### config.mk
export PLATFORM = sky130hd
export DESIGN_NAME = gfx_rect_addr_walker_flat
export DESIGN_NICKNAME = d
export VERILOG_FILES = /design/src/rtl/gfx_rect_addr_walker_if.sv /design/src/rtl/gfx_rect_addr_walker.sv /design/src/flat_wrapper.sv
export SDC_FILE = /design/constraint.sdc
export NUM_CORES = 2
export LEC_CHECK = 0
export CAP_MARGIN = 0
export CORE_ASPECT_RATIO = 1.2
export CORE_MARGIN = 3
export CORE_UTILIZATION = 40
export DETAILED_ROUTE_END_ITERATION = 8
export PLACE_DENSITY_LB_ADDON = 0.08
export SLEW_MARGIN = 40
export SYNTH_ARGS = -nofsm -noshare
export SYNTH_HDL_FRONTEND = slang
export SYNTH_SLANG_ARGS = --single-unit
### constraint.sdc
create_clock -name clk_i -period 32.2 [get_ports clk_i]
set_clock_uncertainty 0.05 [all_clocks]
set_input_delay 6.44 -clock clk_i [delete_from_list [all_inputs] [get_ports clk_i]]
set_output_delay 6.44 -clock clk_i [all_outputs]
set_load 0.01 [all_outputs]
### src/rtl/gfx_rect_addr_walker_if.sv
// Command and pixel-stream bundle for the rectangle address walker.
//   The names carry the walker's view: *_i are driven by the controller or consumer, *_o by the walker.
//   slave  : the walker itself.
//   master : the register-file or sequencer side that launches walks and consumes pixel beats.
interface gfx_rect_addr_walker_if #(
  parameter int ADDR_W  = 32,
  parameter int COORD_W = 16
);
  logic               start_i;
  logic               abort_i;
  logic [ADDR_W-1:0]  base_i;
  logic [COORD_W-1:0] width_i;
  logic [2:0]         depth_i;
  logic [COORD_W-1:0] x0_i;
  logic [COORD_W-1:0] y0_i;
  logic [COORD_W-1:0] x1_i;
  logic [COORD_W-1:0] y1_i;
  logic               ready_i;
  logic [ADDR_W-1:0]  addr_o;
  logic [4:0]         bit_o;
  logic [COORD_W-1:0] x_o;
  logic [COORD_W-1:0] y_o;
  logic               valid_o;
  logic               last_o;
  logic               busy_o;
  logic               err_o;

  modport slave (
    input  start_i, abort_i, base_i, width_i, depth_i, x0_i, y0_i, x1_i, y1_i, ready_i,
    output addr_o, bit_o, x_o, y_o, valid_o, last_o, busy_o, err_o
  );

  modport master (
    output start_i, abort_i, base_i, width_i, depth_i, x0_i, y0_i, x1_i, y1_i, ready_i,
    input  addr_o, bit_o, x_o, y_o, valid_o, last_o, busy_o, err_o
  );
endinterface

### src/rtl/gfx_rect_addr_walker.sv
// Rectangle pixel-address walker: walks [x0..x1]x[y0..y1] row-major, one pixel per accepted beat,
// producing byte address, sub-byte bit offset and pixel coordinates for 1/2/4/8/16/24/32 bpp targets.
// Ports:
//   clk_i  clock
//   rst_i  synchronous active-high reset
//   bus    gfx_rect_addr_walker_if.slave: start/abort, latched walk parameters (base, width, depth,
//          corners), pixel stream (addr/bit/x/y/valid/last with ready), busy and err status.
//
// state    | meaning
// ---------+------------------------------------------------------------
// ST_IDLE  | waiting for start; outputs valid/last low
// ST_SETUP | one cycle: the single multiply y0*width+x0, empty-rect check
// ST_WALK  | presenting pixels; advance on valid&ready, leave after last
module gfx_rect_addr_walker #(
  parameter int ADDR_W  = 32,
  parameter int COORD_W = 16
) (
  input  logic clk_i,
  input  logic rst_i,
  gfx_rect_addr_walker_if.slave bus
);
  localparam logic [1:0] ST_IDLE  = 2'd0;
  localparam logic [1:0] ST_SETUP = 2'd1;
  localparam logic [1:0] ST_WALK  = 2'd2;

  logic [1:0]         r_state;
  logic [ADDR_W-1:0]  r_base;
  logic [COORD_W-1:0] r_width;
  logic [2:0]         r_depth;
  logic [COORD_W-1:0] r_x0, r_y0, r_x1, r_y1;
  logic [COORD_W-1:0] r_x, r_y;
  logic [ADDR_W-1:0]  r_lin, r_row_lin;
  logic [ADDR_W-1:0]  r_addr;
  logic [4:0]         r_bit;
  logic               r_valid, r_last, r_err;

  logic               w_idle_start, w_start_ok, w_start_bad;
  logic               w_accept, w_empty, w_load;
  logic [ADDR_W-1:0]  w_width_ext, w_setup_lin;
  logic [ADDR_W-1:0]  w_lin_nxt, w_row_nxt;
  logic [COORD_W-1:0] w_x_nxt, w_y_nxt;
  logic [ADDR_W-1:0]  w_off;
  logic [4:0]         w_bit_nxt;

  assign w_idle_start = (r_state == ST_IDLE) & bus.start_i & ~bus.abort_i;
  assign w_start_ok   = w_idle_start & (bus.depth_i != 3'd7);
  assign w_start_bad  = w_idle_start & (bus.depth_i == 3'd7);
  assign w_accept     = r_valid & bus.ready_i;
  assign w_empty      = (r_x0 > r_x1) | (r_y0 > r_y1);
  assign w_width_ext  = ADDR_W'(r_width);
  assign w_setup_lin  = ADDR_W'(r_y0) * w_width_ext + ADDR_W'(r_x0);

  // Position registers load on entry to WALK and on every non-final accepted beat.
  assign w_load = ~bus.abort_i &
                  (((r_state == ST_SETUP) & ~w_empty) |
                   ((r_state == ST_WALK) & w_accept & ~r_last));

  always_comb begin
    w_lin_nxt = r_lin;
    w_row_nxt = r_row_lin;
    w_x_nxt   = r_x;
    w_y_nxt   = r_y;
    if (r_state == ST_SETUP) begin
      w_lin_nxt = w_setup_lin;
      w_row_nxt = w_setup_lin;
      w_x_nxt   = r_x0;
      w_y_nxt   = r_y0;
    end else if (r_x != r_x1) begin
      w_lin_nxt = r_lin + 1'b1;
      w_x_nxt   = r_x + 1'b1;
    end else begin
      // Row wrap: next row starts exactly one target row below the current row's start.
      w_lin_nxt = r_row_lin + w_width_ext;
      w_row_nxt = r_row_lin + w_width_ext;
      w_x_nxt   = r_x0;
      w_y_nxt   = r_y + 1'b1;
    end
  end

  // Address is registered from the next linear index so it lines up with valid_o.
  always_comb begin
    w_off     = w_lin_nxt;
    w_bit_nxt = 5'd0;
    case (r_depth)
      3'd0: w_off = w_lin_nxt;
      3'd1: w_off = w_lin_nxt << 1;
      3'd2: w_off = (w_lin_nxt << 1) + w_lin_nxt;
      3'd3: w_off = w_lin_nxt << 2;
      3'd4: begin
        w_off     = w_lin_nxt >> 3;
        w_bit_nxt = {2'b00, w_lin_nxt[2:0]};
      end
      3'd5: begin
        w_off     = w_lin_nxt >> 2;
        w_bit_nxt = {2'b00, w_lin_nxt[1:0], 1'b0};
      end
      3'd6: begin
        w_off     = w_lin_nxt >> 1;
        w_bit_nxt = {2'b00, w_lin_nxt[0], 2'b00};
      end
      default: w_off = w_lin_nxt;
    endcase
  end

  always_ff @(posedge clk_i) begin
    if (rst_i) begin
      r_state   <= ST_IDLE;
      r_base    <= '0;
      r_width   <= '0;
      r_depth   <= '0;
      r_x0      <= '0;
      r_y0      <= '0;
      r_x1      <= '0;
      r_y1      <= '0;
      r_x       <= '0;
      r_y       <= '0;
      r_lin     <= '0;
      r_row_lin <= '0;
      r_addr    <= '0;
      r_bit     <= '0;
      r_valid   <= 1'b0;
      r_last    <= 1'b0;
      r_err     <= 1'b0;
    end else begin
      r_err <= w_start_bad;

      if (w_load) begin
        r_x       <= w_x_nxt;
        r_y       <= w_y_nxt;
        r_lin     <= w_lin_nxt;
        r_row_lin <= w_row_nxt;
        r_addr    <= r_base + w_off;
        r_bit     <= w_bit_nxt;
        r_valid   <= 1'b1;
        r_last    <= (w_x_nxt == r_x1) & (w_y_nxt == r_y1);
      end

      case (r_state)
        ST_IDLE: begin
          r_valid <= 1'b0;
          r_last  <= 1'b0;
          if (w_start_ok) begin
            r_base  <= bus.base_i;
            r_width <= bus.width_i;
            r_depth <= bus.depth_i;
            r_x0    <= bus.x0_i;
            r_y0    <= bus.y0_i;
            r_x1    <= bus.x1_i;
            r_y1    <= bus.y1_i;
            r_state <= ST_SETUP;
          end
        end
        ST_SETUP: begin
          if (bus.abort_i || w_empty) begin
            r_state <= ST_IDLE;
          end else begin
            r_state <= ST_WALK;
          end
        end
        ST_WALK: begin
          if (bus.abort_i || (w_accept && r_last)) begin
            r_state <= ST_IDLE;
            r_valid <= 1'b0;
            r_last  <= 1'b0;
          end
        end
        default: begin
          r_state <= ST_IDLE;
          r_valid <= 1'b0;
          r_last  <= 1'b0;
        end
      endcase
    end
  end

  assign bus.addr_o  = r_addr;
  assign bus.bit_o   = r_bit;
  assign bus.x_o     = r_x;
  assign bus.y_o     = r_y;
  assign bus.valid_o = r_valid;
  assign bus.last_o  = r_last;
  assign bus.busy_o  = (r_state != ST_IDLE);
  assign bus.err_o   = r_err;
endmodule

### src/flat_wrapper.sv
// flat-port wrapper written by rule: the top's interface ports become plain ports
module gfx_rect_addr_walker_flat 
#(
  parameter int ADDR_W  = 32,
  parameter int COORD_W = 16
)
  (clk_i, rst_i, bus_start_i, bus_abort_i, bus_base_i, bus_width_i, bus_depth_i, bus_x0_i, bus_y0_i, bus_x1_i, bus_y1_i, bus_ready_i, bus_addr_o, bus_bit_o, bus_x_o, bus_y_o, bus_valid_o, bus_last_o, bus_busy_o, bus_err_o);
  gfx_rect_addr_walker_if #(.ADDR_W(ADDR_W), .COORD_W(COORD_W)) bus_i ();
  input  logic clk_i;
  input  logic rst_i;
  input wire logic [$bits(bus_i.start_i)-1:0] bus_start_i;
  input wire logic [$bits(bus_i.abort_i)-1:0] bus_abort_i;
  input wire logic [$bits(bus_i.base_i)-1:0] bus_base_i;
  input wire logic [$bits(bus_i.width_i)-1:0] bus_width_i;
  input wire logic [$bits(bus_i.depth_i)-1:0] bus_depth_i;
  input wire logic [$bits(bus_i.x0_i)-1:0] bus_x0_i;
  input wire logic [$bits(bus_i.y0_i)-1:0] bus_y0_i;
  input wire logic [$bits(bus_i.x1_i)-1:0] bus_x1_i;
  input wire logic [$bits(bus_i.y1_i)-1:0] bus_y1_i;
  input wire logic [$bits(bus_i.ready_i)-1:0] bus_ready_i;
  output wire logic [$bits(bus_i.addr_o)-1:0] bus_addr_o;
  output wire logic [$bits(bus_i.bit_o)-1:0] bus_bit_o;
  output wire logic [$bits(bus_i.x_o)-1:0] bus_x_o;
  output wire logic [$bits(bus_i.y_o)-1:0] bus_y_o;
  output wire logic [$bits(bus_i.valid_o)-1:0] bus_valid_o;
  output wire logic [$bits(bus_i.last_o)-1:0] bus_last_o;
  output wire logic [$bits(bus_i.busy_o)-1:0] bus_busy_o;
  output wire logic [$bits(bus_i.err_o)-1:0] bus_err_o;
  assign bus_i.start_i = bus_start_i;
  assign bus_i.abort_i = bus_abort_i;
  assign bus_i.base_i = bus_base_i;
  assign bus_i.width_i = bus_width_i;
  assign bus_i.depth_i = bus_depth_i;
  assign bus_i.x0_i = bus_x0_i;
  assign bus_i.y0_i = bus_y0_i;
  assign bus_i.x1_i = bus_x1_i;
  assign bus_i.y1_i = bus_y1_i;
  assign bus_i.ready_i = bus_ready_i;
  assign bus_addr_o = bus_i.addr_o;
  assign bus_bit_o = bus_i.bit_o;
  assign bus_x_o = bus_i.x_o;
  assign bus_y_o = bus_i.y_o;
  assign bus_valid_o = bus_i.valid_o;
  assign bus_last_o = bus_i.last_o;
  assign bus_busy_o = bus_i.busy_o;
  assign bus_err_o = bus_i.err_o;
  gfx_rect_addr_walker #(.ADDR_W(ADDR_W), .COORD_W(COORD_W)) u_core (.clk_i(clk_i), .rst_i(rst_i), .bus(bus_i));
endmodule
Word-level counts from Yosys, hierarchy flattened
Cells that the tools add are included.
Word-level totals
  bits in registers: 253
  input bits: 120
  output and inout bits: 73
  logic and storage cells: 86
Cells by class
  $add $sub $neg: 7
  multipliers: 1
  $lt $le $gt $ge: 2
  equality and inequality tests: 16
  mux-type cells: 20
  bitwise gates (word level): 15
  reduce and logical (&&, ||, !) cells: 8
Operator list (number)
  $pmux 32 s6: 1
  $mux 32: 4
  $add 32x16->32: 2
  $add 32x32->32: 2
  $mux 16: 4
  $add 16x1->16 const B: 2
  $add 32x1->32 const B: 1
  $eq 16x16->1: 2
  $gt 16x16->1: 2
  $mul 16x16->32: 1
  $ne 16x16->1: 1
  $eq 3x3->1 const B: 4
  $and 1x1->1: 10
  $pmux 3 s3: 1
  $eq 3x2->1 const B: 2
  $mux 2: 3
  $pmux 2 s3: 1
  $reduce_and 2->1: 3
  $mux 1: 4
  $ne 2x1->1 const B: 2
  $pmux 1 s2: 2
  $eq 3x1->1 const B: 1
  $ne 3x3->1 const B: 1
  $not 1->1: 3
  other kinds (8): 10

Longest topological paths before layout
  depth after elaboration: 9
  mapped depth: 52
  gate-level depth less buffers: 50

Worst setup path after synthesis
No wires, ideal clock.
  path type: flip-flop to flip-flop
  from: register u_core.r_y0[7]
  to: register u_core.r_addr[31] (netlist: u_core.bus.addr_o[31])
  library setup time: 0.091 ns
  arrival: 9.947 ns
  data required time: 32.059 ns
  path slack: 22.112 ns
  cell stages (with the launch flop): 49
  path buffers: 2
  period minus slack after synthesis: 10.088 ns
  cells stage by stage: dfxtp_1 clkbuf_1 clkbuf_1 nand2_1 fa_1 fa_1 inv_1 ha_1 fa_1 fa_1 inv_1 fa_1 inv_1 ha_1 a21o_1 a21oi_1 o21ai_0 a21o_1 [13 not listed] xnor2_1 a21oi_1 o31ai_1 a2bb2oi_1 ha_1 and4_1 nand3_1 o22ai_1 a211o_1 nor3_1 a211oi_1 o31a_1 nand4_1 nand4b_1 a21oi_1 xnor2_1 or3_1 a311oi_1
On the way
  longest elaborated chain between the ends: 6
  elaborated cells on any way between the ends: 12
  classes of those cells: add/sub (3); mul (1); order compare (1); mux (2); bitwise (5)
RTL lines
  start, declared: line gfx_rect_addr_walker.sv:30  | logic [COORD_W-1:0] r_x0, r_y0, r_x1, r_y1;
  start signal, assigned: line gfx_rect_addr_walker.sv:147  | r_y0 <= bus.y0_i;
  $mul 16x16->32 *: line gfx_rect_addr_walker.sv:51  | assign w_setup_lin = ADDR_W'(r_y0) * w_width_ext + ADDR_W'(r_x0);
  $add 32x16->32 *: line gfx_rect_addr_walker.sv:51
  $mux 32 *: line gfx_rect_addr_walker.sv:63  | if (r_state == ST_SETUP) begin
  named net u_core.w_lin_nxt[14]: line gfx_rect_addr_walker.sv:40  | logic [ADDR_W-1:0] w_lin_nxt, w_row_nxt;
  $add 32x32->32: line gfx_rect_addr_walker.sv:87  | 3'd2: w_off = (w_lin_nxt << 1) + w_lin_nxt;
  $pmux 32 s6 *: line gfx_rect_addr_walker.sv:84  | case (r_depth)
  $add 32x32->32 *: line gfx_rect_addr_walker.sv:132  | r_addr <= r_base + w_off;
  end signal, assigned: line gfx_rect_addr_walker.sv:132
  end, declared: line gfx_rect_addr_walker.sv:33  | logic [ADDR_W-1:0] r_addr;
Mark *: on every way through the listed nets, which the timed path passes. The rest lies on a longest branch.
A chain may end at the register's enable or synchronous reset.

Final worst setup path
  from: register u_core.r_y0[10]
  to: register u_core.r_addr[30] (netlist: u_core.bus.addr_o[30])
Same word-level chain as after synthesis.

==> flow_summary_export.csv <==
group,metric,value,unit
grt,antenna_found_initial,2,
setup_path,start_kind,"flop",
pwr,cellLeakagePower,13.30,nW
routing,drc,0,
pwr,clockPowerShare,32.5,%
timing,worst_slew_margin_rel,39.98,%
grt,overflow,0,
grt,grt_max_degree,94,
grt,grt_pass1_vias,25202,
pwr,ir_drop,0.00004321,V
floorplanning,initial_core_util,40.68,%
clock_tree,ctsResizeCount,0,
timing,clock.fmax,84.76,MHz
pwr,pwr-share-seq,31.7,%
setup_path,end_kind,"flop",
timing,finalSetupTns,0,ns
placement,place_area,30060,um^2
logic_synthesis,synthFlopType,"dfxtp_1",
pwr,p_switching,0.0004191,W
routing,ant_nets,0,
timing,min_period,11.80,ns
cells_and_area,nFillCells,6960,
run,cap_violations,0,
pwr,p_comb_share,35.8,%
grt,grt_pass1_wl,147900,um
clock_tree,cts_tree,"built",
logic_synthesis,netlist_top_cells_area,"dfxtp_1 (18%), fa_1 (16%), ha_1 (10%)",
timing,final_max_slew_viol_count,0,
logic_synthesis,synth_cell_type_count,92,
clock_tree,cts_root_buffer,"clkbuf_16",
setup_path,cp_data_required_time,32.65,ns
clock_tree,cts.hold.buffers_added,0,
cells_and_area,area_growth,13.06,%
floorplanning,fp.dieW,245.2,um
routing,wl_per_cell,20.16,um
routing,routed_via_density,5.419,
cells_and_area,design_area,31060,um^2
logic_synthesis,ys_seq_area_share,18.29,%
routing,vias,25073,
setup_path,crit_top_cell,"inv_1",
placement,gp_congestion,0.9361,
timing,hold_viol_final,0,
clock_tree,cts_sinks,251,
routing,drt_wl_total,93280,um
clock_tree,clk_latency,0.62,ns
clock_tree,cts_made_buffers,31,
setup_path,path_class,"flop to flop",
routing,drtPass1Iterations,6,
clock_tree,cts_setup_buffers,0,
cells_and_area,fin_nets,4259,
placement,hpwl,71360,um
logic_synthesis,synthCells,3655,
logic_synthesis,synth-edff-count,0,
logic_synthesis,avgSynthCellArea,7.516,um^2
cells_and_area,drive_gt1_share,3.784,%
timing,fin_crit_sh,36.64,%
pwr,pwr_density_cell,35.05,nW/um^2
grt,grt.total_usage,25.94,%
floorplanning,pin_count,193,
floorplanning,core,67530,um^2
timing,max_slew.worst_pin.slew,0.8990,ns
cells_and_area,multiInputGateArea,20300,um^2
pwr,internal-power,0.0006696,W
cells_and_area,fin_util,45.99,%
setup_path,cp_max_fo,15,
timing,rsz0062_at_grt,"false",
logic_synthesis,synthArstFlopShare,0,%
clock_tree,cts_max_level,1,
floorplanning,die_area,71870,um^2
cells_and_area,num_antenna_cells,0,
worst_hold_path,hp-class,"flop to flop",
floorplanning,fp-row-count,104,
routing,drt_iter0_markers,1475,
setup_path,cpPeakStageDelay,0.66,ns
outcome,outcome,"finished, final reports clean",
logic_synthesis,synth_seq_cells,251,
clock_tree,path_clk_slew,0.07,ns
logic_synthesis,synth_top_area_cell,"dfxtp_1",
setup_path,cp.arrival,12.25,ns
logic_synthesis,netlist.area_leader.share,18.29,%
timing,setup_violations,0,
clock_tree,clockBufferDepth,3,
pwr,p_total,0.001089,W
pwr,switching_share,38.49,%
logic_synthesis,netlist_area,27470,um^2
cells_and_area,regArea,5040,um^2
logic_synthesis,yosysWarnings,0,
placement,io_buffers,190,
setup_path,cpMaxStageDelayCell,"a21boi_1",
floorplanning,die_height,293.1,um
[worst max-delay path, delay by kind of cell (launching register included)]
kind | cells | cell delay (ns)
adder cells (fa/ha/maj) | 9 | 4.13
flip-flops | 1 | 0.40
AO/OA/AOI/OAI | 21 | 4.70
AND/OR/NAND/NOR | 7 | 1.18
buffers and inverters | 9 | 0.88
XOR/XNOR | 2 | 0.32
[power by group through the flow]
stage               logic [W]  clock network [W]  registers (W)
finish               0.000390           0.000354       0.000345
floorplan            0.000271                  0       0.000339
CTS                  0.000390           0.000362       0.000345
global placement     0.000390                  0       0.000351
detailed placement   0.000387                  0       0.000352
global route         0.000431           0.000372       0.000347
[cell families (layout without fill, tap and decap cells)]
kind of cell             count (synthesis)  count (layout)  share of synthesized area [%]
AO/OA/AOI/OAI                          891             891                          19.95
adder cells (fa/ha/maj)                435             435                          25.63
buffers and inverters                  584             654                          8.066
AND/OR/NAND/NOR                       1274            1274                          20.93
XOR/XNOR                               204             204                          6.532
other                                    1               2                        0.01365
flip-flops                             251             251                          18.29
multiplexers                            15              15                         0.5784
[worst paths after layout]
kind	start	endpoint	slack (ns)	depth (start not counted)
worst max register to register	u_core.r_y0[10]	u_core.bus.addr_o[30]	20.40	48
worst min register to register	u_core.bus.addr_o[18]	u_core.bus.addr_o[18]	0.41	2
worst max-delay path	u_core.r_y0[10]	u_core.bus.addr_o[30]	20.40	48
worst min-delay path	u_core.bus.addr_o[18]	u_core.bus.addr_o[18]	0.41	2
[sequential cells by signal, summed over array words and instances, names as in the netlist]
name and count:
u_core.r_depth 3, u_core.bus.last_o 1, u_core.bus.err_o 1, u_core.bus.y_o 16, u_core.r_lin 32, u_core.r_base 32, u_core.bus.x_o 16, u_core.r_x0 16
u_core.bus.bit_o 3, u_core.r_width 16, u_core.r_state 2, u_core.r_row_lin 32, u_core.r_x1 16, u_core.bus.addr_o 32, u_core.r_y0 16, u_core.r_y1 16
u_core.bus.valid_o 1
[metrics by stage]
step / hold WS, ns / instances / setup WS (ns)
detailed placement: 0.3946 / 4572 / 20.49
finish: 0.4058 / 4627 / 20.40
global placement: 0.3913 / 4572 / 20.33
floorplan: 0.3862 / 3656 / 22.11
global route: 0.4222 / 4627 / 19.59
CTS: 0.4073 / 4627 / 20.41
[final cells by class]
cell class,count,area share (%)
Timing Repair Buffer,228,7.090
Multi-Input combinational cell,2821,65.37
Sequential cell,251,16.23
Tap cell,901,3.630
Inverter,371,4.500
Clock inverter,13,0.4552
Clock buffer,42,2.727
[metal layers]
layer	track usage [%]	part of all wire, %
met1	33.71	44
met2	45.83	49
met3	3.112	4.7
met4	6.354	2.5
met5	0	0
[synth_stat cells (all sizes together) (5+ instances only)]
master / count
nand2: 603
a21oi: 385
inv: 369
nor2: 275
dfxtp: 251
ha: 222
fa: 213
clkbuf: 195
o21ai: 163
and2: 131
xnor2: 129
xor2: 75
a21o: 61
a211oi: 58
nor3: 52
nand3: 51
nand4: 36
o21a: 26
a22oi: 22
and3: 22
nand2b: 22
o21bai: 22
o211ai: 19
o22ai: 19
buf: 18
nor4: 17
o31ai: 16
a31oi: 15
nor2b: 13
a211o: 11
mux2i: 11
or3: 11
and4: 10
nand3b: 9
or2: 8
a221oi: 7
a311oi: 6
nor3b: 6
a2111oi: 5
a21boi: 5
a22o: 5
[cells in the final DEF, fill, tap and decap left out, drive strengths merged, types with 26 or more instances in the layout]
master / synthesis / layout
clkdlybuf4s50: 0 / 189
nor3: 52 / 52
o21a: 26 / 26
xnor2: 129 / 129
a21o: 61 / 61
fa: 213 / 213
ha: 222 / 222
xor2: 75 / 75
nand2: 603 / 603
nand3: 51 / 51
buf: 18 / 38
clkbuf: 195 / 43
o21ai: 163 / 163
dfxtp: 251 / 251
and2: 131 / 131
a21oi: 385 / 385
nor2: 275 / 275
inv: 369 / 370
a211oi: 58 / 58
nand4: 36 / 36
(Power assumes the default switching activity.)
